<file path="config.mk">
export PLATFORM = sky130hd
export DESIGN_NAME = sram1rw_req_adapter
export DESIGN_NICKNAME = d
export VERILOG_FILES = /design/src/rtl/sram1rw_req_adapter.sv
export SDC_FILE = /design/constraint.sdc
export NUM_CORES = 1
export LEC_CHECK = 0
export BUFFER_PORTS_ARGS = -buffer_cell sky130_fd_sc_hd__buf_2
export CORE_ASPECT_RATIO = 0.9
export CORE_MARGIN = 3
export CORE_UTILIZATION = 41
export DETAILED_ROUTE_END_ITERATION = 6
export PLACE_DENSITY_LB_ADDON = 0.12
export SETUP_SLACK_MARGIN = 0.15
export SYNTH_ARGS = -nofsm -noshare
export SYNTH_HDL_FRONTEND = slang
export SYNTH_SLANG_ARGS = --single-unit
</file>
<file path="constraint.sdc">
create_clock -name clk -period 2.4 [get_ports clk]
set_input_delay 0.24 -clock clk [delete_from_list [all_inputs] [get_ports clk]]
set_output_delay 0.24 -clock clk [all_outputs]
set_load 0.03 [all_outputs]
</file>
<file path="src/rtl/sram1rw_req_adapter.sv">
// Valid/ready request adapter for a 4096x8 single-port SRAM macro.
// Drives the macro's active-low pins and buffers read data in a 2-entry FIFO.
module sram1rw_req_adapter #(
  parameter int ADDR_W = 12,
  parameter int DATA_W = 8
) (
  input  logic              clk,
  input  logic              reset,
  input  logic              req_valid,
  output logic              req_ready,
  input  logic              req_we,
  input  logic [ADDR_W-1:0] req_addr,
  input  logic [DATA_W-1:0] req_wdata,
  output logic              resp_valid,
  input  logic              resp_ready,
  output logic [DATA_W-1:0] resp_rdata,
  output logic [ADDR_W-1:0] sram_a,
  output logic [DATA_W-1:0] sram_i,
  output logic              sram_csb,
  output logic              sram_web,
  output logic              sram_oeb,
  input  logic [DATA_W-1:0] sram_o
);

  logic [1:0]        occ_q, occ_d;
  logic              inflight_q, inflight_d;
  logic              head_q, head_d;
  logic              tail_q, tail_d;
  logic [DATA_W-1:0] buf_q [2];

  logic       fire;
  logic       pop;
  logic       capture;
  logic [2:0] pending;

  assign resp_valid = (occ_q != 2'd0);
  assign resp_rdata = buf_q[head_q];
  assign pop        = resp_valid & resp_ready;
  assign capture    = inflight_q;

  // Slots committed after this edge; pop implies occ >= 1, so no underflow.
  assign pending   = {1'b0, occ_q} + {2'b00, inflight_q} - {2'b00, pop};
  assign req_ready = ~reset & (pending < 3'd2);
  assign fire      = req_valid & req_ready;

  assign sram_a   = req_addr;
  assign sram_i   = req_wdata;
  assign sram_csb = ~fire;
  assign sram_web = ~(fire & req_we);
  assign sram_oeb = ~(fire & ~req_we);

  always_comb begin
    occ_d      = occ_q;
    head_d     = head_q;
    tail_d     = tail_q;
    inflight_d = fire & ~req_we;
    if (capture && !pop) begin
      occ_d = occ_q + 2'd1;
    end else if (!capture && pop) begin
      occ_d = occ_q - 2'd1;
    end
    if (pop) begin
      head_d = ~head_q;
    end
    if (capture) begin
      tail_d = ~tail_q;
    end
  end

  always_ff @(posedge clk) begin
    if (reset) begin
      occ_q      <= 2'd0;
      inflight_q <= 1'b0;
      head_q     <= 1'b0;
      tail_q     <= 1'b0;
    end else begin
      occ_q      <= occ_d;
      inflight_q <= inflight_d;
      head_q     <= head_d;
      tail_q     <= tail_d;
    end
  end

  // The macro's O is only meaningful in the cycle right after a read fire.
  always_ff @(posedge clk) begin
    if (capture) begin
      buf_q[tail_q] <= sram_o;
    end
  end

  always_ff @(posedge clk) begin
    if (!reset) begin
      assert (!(capture && occ_q == 2'd2));
      assert (occ_q <= 2'd2);
      assert (sram_web || sram_oeb);
    end
  end

endmodule
</file>
==> results by group, run 1 <==
Logic synthesis
  • #FFs+latches synth: 22
  • Synth top area cells: edfxtp_1 (46%), buf_4 (14%), dfxtp_1 (11%)
  • Syn Std Cell Area: 1051 µm²
  • Syn_nets: 114
  • Synthesized area per cell: 13.47 µm²
  • Yosys top cell by area: edfxtp_1
  • Synth warn: 0
  • Register area share after synthesis: 0.5714
  • Synth Instances: 78
  • Top cell type's share of synthesized area: 0.4571
  • Netlist cell types: 22

Min path
  • HP Class: in -> reg

Finish
  • Final core occ: 0.5293
  • Final cell count without fillers: 118
  • Layout cells sized above 1: 0.5824
  • Number of fillers in the final layout: 190
  • ANT cells: 0
  • Most frequent cells in the layout: buf_2 (21), edfxtp_1 (16), mux2_2 (8)
  • Post-route cell area: 1219 µm²
  • Commonest non-fill, non-tap cell in the layout: buf_2
  • Syn-to-layout area delta: 15.95%
  • Nets: 128

Timing
  • Layout Skew: 0.005669 ns
  • Fmax achieved: 0.3952 GHz
  • Slew HR: 0.5229
  • Final WS setup: -0.1301 ns
  • Hold slack final: 0.1294 ns
  • Final hold violations: 0
  • Tcrit/Tclk final: 1.054
  • Final Max Tran Viols: 0
  • RSZ-0062 raised after global routing: true
  • Final setup vio count: 4
  • Min Tclk post-route: 2.530 ns
  • Least-Margin Pin Slew: 0.7130 ns

Die
  • Number of top-level pins: 66
  • Die ar.: 3208 µm²
  • Rows: 16
  • Core area: 2302 µm²
  • Die Ht: 54.03 µm
  • Initial core utilization: 0.4565
  • Die X: 59.37 µm

Place
  • DP Area: 1127 µm²
  • GPL Wtd Cong: 0.6715
  • Placed insts: 109
  • Post-DP HPWL: 1.181 mm
  • Number of I/O port buffers: 25

Setup path
  • Arr. time, crit path: 2.29 ns
  • Critical path class: reg -> out
  • Crit start category: flip-flop
  • Flop-to-flop setup slack: 0.53 ns
  • CP max FO: 3
  • Critical path required time: 2.16 ns
  • CP Capture Type: output pin

Global routing
  • Largest net degree at the start of global routing: 13
  • GRT overflow: 0
  • Initial antenna violation count: 0
  • First-pass GRT wire length: 2.456 mm
  • Vias in the first global route: 596
  • Gr usage total: 0.1069

Drt
  • Detailed Routing Iterations Pass 1: 2
  • Starting DRC count in detailed routing: 3
  • Vias: 564
  • Final WL: 1.600 mm
  • Post-DRT Antenna Nets: 0
  • DRC viols: 0
  • Mean routed wirelength per cell: 13.56 µm
  • Average vias per placed instance: 4.780

Power
  • Internal: 0.9062 mW
  • Leak: 0.4782 nW
  • Switch share: 0.3729
  • Clock power share: 0.108
  • Peak supply drop: 0.5990 mV
  • Pwr dens: 1186 nW/µm²
  • Sw power: 0.5389 mW
  • Sequential share of power: 0.364
  • Logic pwr share: 0.528

Flow run
  • Max-cap viol count: 0

Clocking
  • Clk pin slew, worst setup/hold paths: 0.11 ns
  • CTS tree: built
  • Root Buffer: clkbuf_4
  • Longest Clk Path Bufs: 2
  • Number of buffers created by CTS: 3
  • H-tree depth: 1
  • Clk_lat worst skew: 0.29 ns
  • Clock Sink Count: 22

Outcome
  • Failing checks: negative setup slack
  • Status: complete, but fails checks
## metrics by stage
step	power [mW]	setup WS, ns	TNS, ns
after floorplan	1.140	0.09435	0
after global placement	1.205	0.1059	0
after detailed placement	1.211	0.07704	0
after CTS	1.471	-0.1616	-0.3796
after global routing	1.539	-0.2392	-0.6951
final	1.445	-0.1301	-0.2428
## final timing paths
path                            startpoint          end  depth (start not counted)
worst max-delay path              occ_q[0]     sram_oeb                          8
worst min-delay path             sram_o[2]  buf_q[1][2]                          1
worst max register to register    occ_q[0]      capture                          8
worst min register to register      head_q    flip-flop                          2
## cells in the mapped netlist (all sizes together)
cell type,instances
ha,2
dfxtp,6
nor3b,1
nand3,1
xor2,4
nand4bb,1
buf,21
o21ai,2
a21oi,1
inv,2
fa,1
and2,1
or2,2
xnor2,1
mux2,8
or3,1
nor2,6
edfxtp,16
nand2b,1
## area by class of cell
class / instances / area [µm²] / share of cell area
Timing Repair Buffer: 30 / 187.7 / 0.1540
Multi-Input combinational cell: 33 / 355.3 / 0.2916
Clock buffer: 3 / 22.52 / 0.01848
Sequential cell: 22 / 608.1 / 0.4990
Tap cell: 27 / 33.78 / 0.02772
Inverter: 2 / 7.507 / 0.006160
Clock inverter: 1 / 3.754 / 0.003080
## flip-flops by register name (all words and copies together), names as in the netlist, named ones only
signal / flops
capture: 1
occ_q: 2
buf_q: 16
tail_q: 1
head_q: 1
## power by group through the flow
| stage | clock (mW) | combinational [mW] | sequential, mW |
|---|---|---|---|
| finish | 0.157 | 0.762 | 0.526 |
| global route | 0.184 | 0.818 | 0.537 |
| CTS | 0.168 | 0.774 | 0.529 |
| detailed placement | 0 | 0.653 | 0.558 |
| global placement | 0 | 0.649 | 0.556 |
| floorplan | 0 | 0.609 | 0.531 |
## kinds of logic after synthesis
| group | Yosys count | share of synthesized area |
|---|---|---|
| buf+inv | 23 | 0.1548 |
| flops | 22 | 0.5714 |
| simple gates | 14 | 0.08930 |
| mux | 8 | 0.08572 |
| xor+xnor | 5 | 0.04166 |
| compound gates | 3 | 0.01427 |
| fa+ha+maj | 3 | 0.04285 |
## layer usage
metal | wire, µm | vias to the layer above | track usage
met5 | 0 | - | 0
met2 | 775 | 18 | 0.1836
li1 | - | 273 | -
met1 | 606 | 251 | 0.1004
met4 | 91 | 0 | 0.07925
met3 | 127 | 22 | 0.04796
## critical path, cell delays in order, from the launching register on
cell	delay (ns)
dfxtp_4	0.37
o21ai_4	0.18
ha_4	0.22
nand2b_4	0.14
fa_2	0.35
xor2_2	0.17
nand4bb_4	0.20
or2_4	0.26
buf_6	0.14
## timing repair
item / CTS / global route
hold buffers: 0 / 0
endpoints found under the hold margin: 0 / 0
gates resized for setup: 9 / 0
pin swaps: 1 / 1
setup endpoints to repair: 4 / 4
buffers inserted: 5 / 0
No activity file was read; power rests on OpenSTA's default activity.
==> inputs of run 2 (changes only) <==
Settings changed: SETUP_SLACK_MARGIN 0.15 to 0.1.
==> run 2 against run 1 <==
Compared with the run above:
- first-iteration DRC count is 33% higher
- flip-flop and latch count stayed put
- sequential share of layout area is 0.51 points lower
- sequential power hardly changed
- largest cell class unchanged
- worst setup slack worse by 0.057 ns
- critical path type unchanged
- the run still ends with negative setup slack left
- die area stayed put
- highest routed layer unchanged
- register-to-register slack worse by 0.07 ns
- routed wire length is 4.9% higher
- clock-buffer cell count is 1 higher
- clock skew is 0.0014 ns lower
==> results by group, run 2 (same netlist as run 1, synthesis figures left out) <==
Setup path
  • CP Capture Type: output pin
  • Arr. time, crit path: 2.35 ns (+0.06 ns)
  • CP max FO: 2 (-1)
  • Flop-to-flop setup slack: 0.46 ns (-0.07 ns)
  • Worst R2R Path Depth: 8 (unchanged)
  • Critical path required time: 2.16 ns (about the same)
  • Critical path class: reg -> out
  • Crit start category: flip-flop

Global routing
  • M3 GR Usage: 0.05276 (+0.004796)
  • GR Util met2: 0.1891 (+0.005455)
  • Vias in the first global route: 555 (-6.9%)
  • GRT overflow: 0 (unchanged)
  • First-pass GRT wire length: 2.504 mm (+2.0%)
  • Largest net degree at the start of global routing: 13 (unchanged)
  • Most used routing layer in global routing: met2
  • M1 GR Usage: 0.1161 (+0.01563)
  • Initial antenna violation count: 0 (unchanged)
  • Gr usage total: 0.1117 (+0.004864)

Clocking
  • Longest Clk Path Bufs: 2 (unchanged)
  • Clk pin slew, worst setup/hold paths: 0.11 ns (about the same)
  • Clock Sink Count: 22 (unchanged)
  • CTS tree: built
  • Root Buffer: clkbuf_4
  • Number of buffers created by CTS: 3 (unchanged)
  • Clk_lat worst skew: 0.30 ns (about the same)
  • H-tree depth: 1 (unchanged)

Die
  • Die ar.: 3208 µm² (unchanged)
  • Die X: 59.37 µm (unchanged)
  • Number of top-level pins: 66 (unchanged)
  • Core area: 2302 µm² (unchanged)
  • Rows: 16 (unchanged)
  • Die Ht: 54.03 µm (unchanged)
  • Initial core utilization: 0.4565 (unchanged)

Outcome
  • Status: complete, but fails checks
  • Failing checks: negative setup slack

Finish
  • Most frequent cells in the layout: buf_2 (21), edfxtp_1 (16), mux2_2 (8)
  • Largest registers: buf_q: 16 flops, occ_q: 2 flops
  • FF/Latch Area: 605.6 µm² (-0.41%)
  • Largest Register: buf_q
  • Layout cells sized above 1: 0.5978 (+0.01541)
  • Multi-input gate area: 357.8 µm² (+0.70%)
  • Commonest non-fill, non-tap cell in the layout: buf_2
  • ANT cells: 0 (unchanged)
  • Final cell count without fillers: 119 (+0.85%)
  • Syn-to-layout area delta: 16.67%
  • Number of fillers in the final layout: 196 (+3.2%)
  • Max reg flops: 16 (unchanged)
  • Nets: 129 (+0.78%)

Timing
  • Fmax achieved: 0.3866 GHz (-2.2%)
  • Final WS setup: -0.1868 ns (-0.05664 ns)
  • Final setup vio count: 4 (unchanged)
  • Tcrit/Tclk final: 1.078 (+0.02360)
  • Layout Skew: 0.004220 ns (-0.001449 ns)
  • RSZ-0062 raised after global routing: true
  • Least-Margin Pin Slew: 0.6823 ns (-0.03065 ns)
  • Final hold violations: 0 (unchanged)
  • Hold slack final: 0.1245 ns (-0.004873 ns)
  • Slew HR: 0.5435 (+0.02051)
  • Min Tclk post-route: 2.587 ns (+0.05663 ns)
  • Final Max Tran Viols: 0 (unchanged)

Drt
  • Detailed Routing Iterations Pass 1: 2 (unchanged)
  • Starting DRC count in detailed routing: 4 (+1)
  • Post-DRT Antenna Nets: 0 (unchanged)
  • Mean routed wirelength per cell: 14.11 µm (+4.1%)
  • DRC viols: 0 (unchanged)
  • Average vias per placed instance: 4.849 (+1.4%)
  • Vias: 577 (+2.3%)
  • Final WL: 1.679 mm (+4.9%)

Power
  • Peak supply drop: 0.6354 mV (+6.1%)
  • Leak: 0.4808 nW (+0.54%)
  • Pwr Total: 1.472 mW (+1.9%)
  • Pwr dens: 1200 nW/µm² (+1.2%)

Place
  • Post-DP HPWL: 1.201 mm (+1.7%)
  • GPL Wtd Cong: 0.6989 (+4.1%)
  • Number of I/O port buffers: 25 (unchanged)
  • Pre-CTS setup slack: 0.07436 ns (-0.002678 ns)
  • Placed insts: 110 (+0.92%)

Min path
  • HP Class: in -> reg
  • Hold Path Depth: 1 (unchanged)

Flow run
  • Max-cap viol count: 0 (unchanged)
==> run 2: changes by cell type in the layout (fill, tap and decap cells not counted) <==
cell / change
clkinv_1: -1
dfxtp_4: -1
clkbuf_1: +1
ha_1: -1
dfxtp_2: +1
ha_2: +1
buf_4: +1
==> run 2: cell type report <==
| type | count | area share |
|---|---|---|
| clock buffer | 4 | 0.02143 |
| inverter | 2 | 0.006122 |
| multi-input combinational | 33 | 0.2918 |
| sequential | 22 | 0.4939 |
| timing repair buffer | 31 | 0.1592 |
| tap | 27 | 0.02755 |
==> run 2: worst paths after layout <==
path,start,end
min,sram_o[7],buf_q[1][7]
max,occ_q[1],sram_oeb
max reg2reg,occ_q[1],capture
min reg2reg,head_q,flip-flop
==> run 2: per-layer routing <==
layer / share of wire / wire length (µm) / up-vias
li1: - / - / 274
met1: 0.39 / 647 / 270
met2: 0.50 / 836 / 21
met3: 0.082 / 137 / 12
met4: 0.035 / 58 / 0
met5: 0 / 0 / -
==> run 2: report_power, final <==
part	internal [mW]	switching [mW]	leakage [nW]	total [mW]
combinational	0.377	0.406	0.271	0.784
sequential	0.475	0.0498	0.195	0.525
clock	0.0647	0.0988	0.0150	0.164
==> run 2: through the flow <==
stage               area (µm²)  TNS, ns  utilization
global route              1226  -0.8910       0.5326
CTS                       1226  -0.5247       0.5326
floorplan                 1114        0            -
finish                    1226  -0.4512       0.5326
detailed placement        1125        0       0.4886
global placement          1125        0       0.4886
==> run 2: what timing repair did <==
item,CTS,global route
hold endpoints to repair,0,0
hold buffers,0,0
buffers inserted,5,0
resized for setup,11,0
pin swaps,3,0
setup endpoints to repair,4,4
==> run 2: critical path, cell delays in order, from the launching register on <==
cell	delay, ns
dfxtp_2	0.35
o21ai_4	0.17
ha_4	0.22
nand2b_4	0.14
fa_2	0.39
xor2_2	0.17
nand4bb_4	0.21
or2_4	0.26
buf_6	0.14
==> inputs of run 3 (changes only) <==
Settings changed: CORE_UTILIZATION 41 to 45, RECOVER_POWER set to 25.
Clock period 2.4 ns to 3.29 ns, I/O delays scaled along.
==> run 3 against run 2 <==
Compared with the run above:
- critical path depth stayed put
- critical endpoint unchanged
- combinational power is 49% lower
- clock power is 27% lower
- die area is 8.0% lower
- largest power group unchanged
- sequential share of layout area is 6.5 points higher
- the flow now finishes without violations
==> results by group, run 3 (same netlist as run 1, synthesis figures left out) <==
Finish
  • ANT cells: 0 (unchanged)
  • Largest Register: buf_q
  • Syn-to-layout area delta: 2.262%
  • Most frequent cells in the layout: buf_2 (22), edfxtp_1 (16), mux2_2 (8)
  • Layout cells sized above 1: 0.4070 (-0.1908)
  • Commonest non-fill, non-tap cell in the layout: buf_2
  • Post-route cell area: 1075 µm² (-12%)
  • Max reg flops: 16 (unchanged)
  • Largest registers: buf_q: 16 flops, occ_q: 2 flops
  • Nets: 123 (-4.7%)

Timing
  • Slew HR: 0.4989 (-0.04458)
  • Least-Margin Pin Slew: 0.7489 ns (+0.06663 ns)
  • Min Tclk post-route: 2.917 ns
  • Final setup vio count: 0 (-4)
  • Fmax achieved: 0.3428 GHz
  • Final Max Tran Viols: 0 (unchanged)
  • RSZ-0062 raised after global routing: false
  • Final hold violations: 0 (unchanged)
  • Total negative slack: 0 ns (+0.4512 ns)
  • Layout Skew: 0.008624 ns (+0.004405 ns)
  • Tcrit/Tclk final: 0.8867
  • Hold slack final: 0.1998 ns (+0.07534 ns)

Drt
  • DRC viols: 0 (unchanged)
  • Detailed Routing Iterations Pass 1: 4 (+2)
  • Mean routed wirelength per cell: 13.95 µm (-1.2%)
  • Final WL: 1.548 mm (-7.8%)
  • Starting DRC count in detailed routing: 18 (+14)
  • Post-DRT Antenna Nets: 0 (unchanged)
  • Vias: 555 (-3.8%)
  • Average vias per placed instance: 5.000 (+3.1%)

Flow run
  • Max-cap viol count: 0 (unchanged)

Global routing
  • Vias in the first global route: 604 (+8.8%)
  • Largest net degree at the start of global routing: 13 (unchanged)
  • Initial antenna violation count: 0 (unchanged)
  • GRT overflow: 0 (unchanged)
  • Gr usage total: 0.1159 (+0.004145)
  • First-pass GRT wire length: 2.594 mm (+3.6%)

Die
  • Die Ht: 51.85 µm (-4.0%)
  • Core area: 2064 µm² (-10%)
  • Die ar.: 2952 µm² (-8.0%)
  • Die X: 56.94 µm (-4.1%)
  • Initial core utilization: 0.5091 (+0.05257)
  • Number of top-level pins: 66 (unchanged)
  • Rows: 15 (-1)

Clocking
  • Longest Clk Path Bufs: 2 (unchanged)
  • Number of buffers created by CTS: 3 (unchanged)
  • Post-CTS Hold Buffers: 0 (unchanged)
  • H-tree depth: 1 (unchanged)
  • CTS tree: built
  • Post-CTS Setup Bufs: 0 (-5)
  • Root Buffer: clkbuf_4
  • Clk pin slew, worst setup/hold paths: 0.11 ns (about the same)
  • Clk_lat worst skew: 0.30 ns (about the same)
  • Clock Sink Count: 22 (unchanged)
  • CTS-repair resized insts: 0 (-11)

Setup path
  • CP Capture Type: output pin
  • CP max FO: 6 (+4)
  • Critical path required time: 2.96 ns (+0.80 ns)
  • Critical path class: reg -> out
  • Crit start category: flip-flop
  • Arr. time, crit path: 2.59 ns (+0.24 ns)

Power
  • Internal: 0.5538 mW (-40%)
  • Pwr dens: 841.1 nW/µm² (-30%)
  • Sw power: 0.3502 mW (-37%)
  • Clock power share: 0.133 (+0.022)
  • Pwr Total: 0.9040 mW (-39%)
  • Logic pwr share: 0.444 (-0.088)
  • Leak: 0.4165 nW (-13%)
  • Peak supply drop: 0.4799 mV (-24%)
  • Sequential share of power: 0.423 (+0.067)
  • Switch share: 0.3874 (+0.01025)

Place
  • Number of I/O port buffers: 25 (unchanged)
  • DP Area: 1052 µm² (-6.5%)
  • GPL Wtd Cong: 0.6742 (-3.5%)
  • Post-DP HPWL: 1.149 mm (-4.3%)

Min path
  • HP Class: in -> reg

Outcome
  • Status: complete, no violations
-- run 3: cell count changes in the layout (fill, tap and decap cells not counted), sizes merged --
cell / delta
buf: -9
clkbuf: +3
-- run 3: power groups by stage --
stage               Clock [mW]  Sequential, mW  Combinational, mW
finish                   0.120           0.382              0.402
global route             0.139           0.390              0.440
CTS                      0.128           0.384              0.408
floorplan                    0           0.371              0.378
detailed placement           0           0.390              0.406
global placement             0           0.389              0.404
-- run 3: layer usage --
metal | routed length, µm | track usage | part of all wire | vias up
li1 | - | - | - | 264
met1 | 553 | 0.1196 | 0.36 | 246
met2 | 716 | 0.1901 | 0.46 | 15
met3 | 161 | 0.05459 | 0.10 | 30
met4 | 116 | 0.07336 | 0.075 | 0
met5 | 0 | 0 | 0 | -
-- run 3: per-stage QoR --
stage               worst slack [ns]  std cells  utilization
global route                  0.1608        111       0.5206
finish                        0.3727        111       0.5206
floorplan                     0.1117         78            -
detailed placement            0.6869        107       0.5097
global placement              0.7285        107       0.5097
CTS                           0.3516        111       0.5224
-- run 3: area by class of cell --
class / instances / area, µm²
Tap cell: 25 / 31.28
Clock buffer: 4 / 26.28
Sequential cell: 22 / 600.6
Fill cell: 195 / 989.7
Timing Repair Buffer: 25 / 121.4
Multi-Input combinational cell: 33 / 287.8
Inverter: 2 / 7.507
-- run 3: final timing paths --
kind,start,to,slack (ns),depth (start not counted)
worst min register to register,head_q,flip-flop,0.52,2
worst max register to register,occ_q[1],capture,1.23,7
worst max-delay path,occ_q[1],sram_oeb,0.37,8
worst min-delay path,req_we,capture,0.20,2
-- run 3: critical path, cell delays in order (launching register included) --
cell and delay (ns):
dfxtp_1 0.45, o21ai_1 0.16, ha_1 0.36, nand2b_1 0.17, fa_1 0.38, xor2_1 0.16
nand4bb_4 0.23, or2_1 0.21, buf_2 0.17
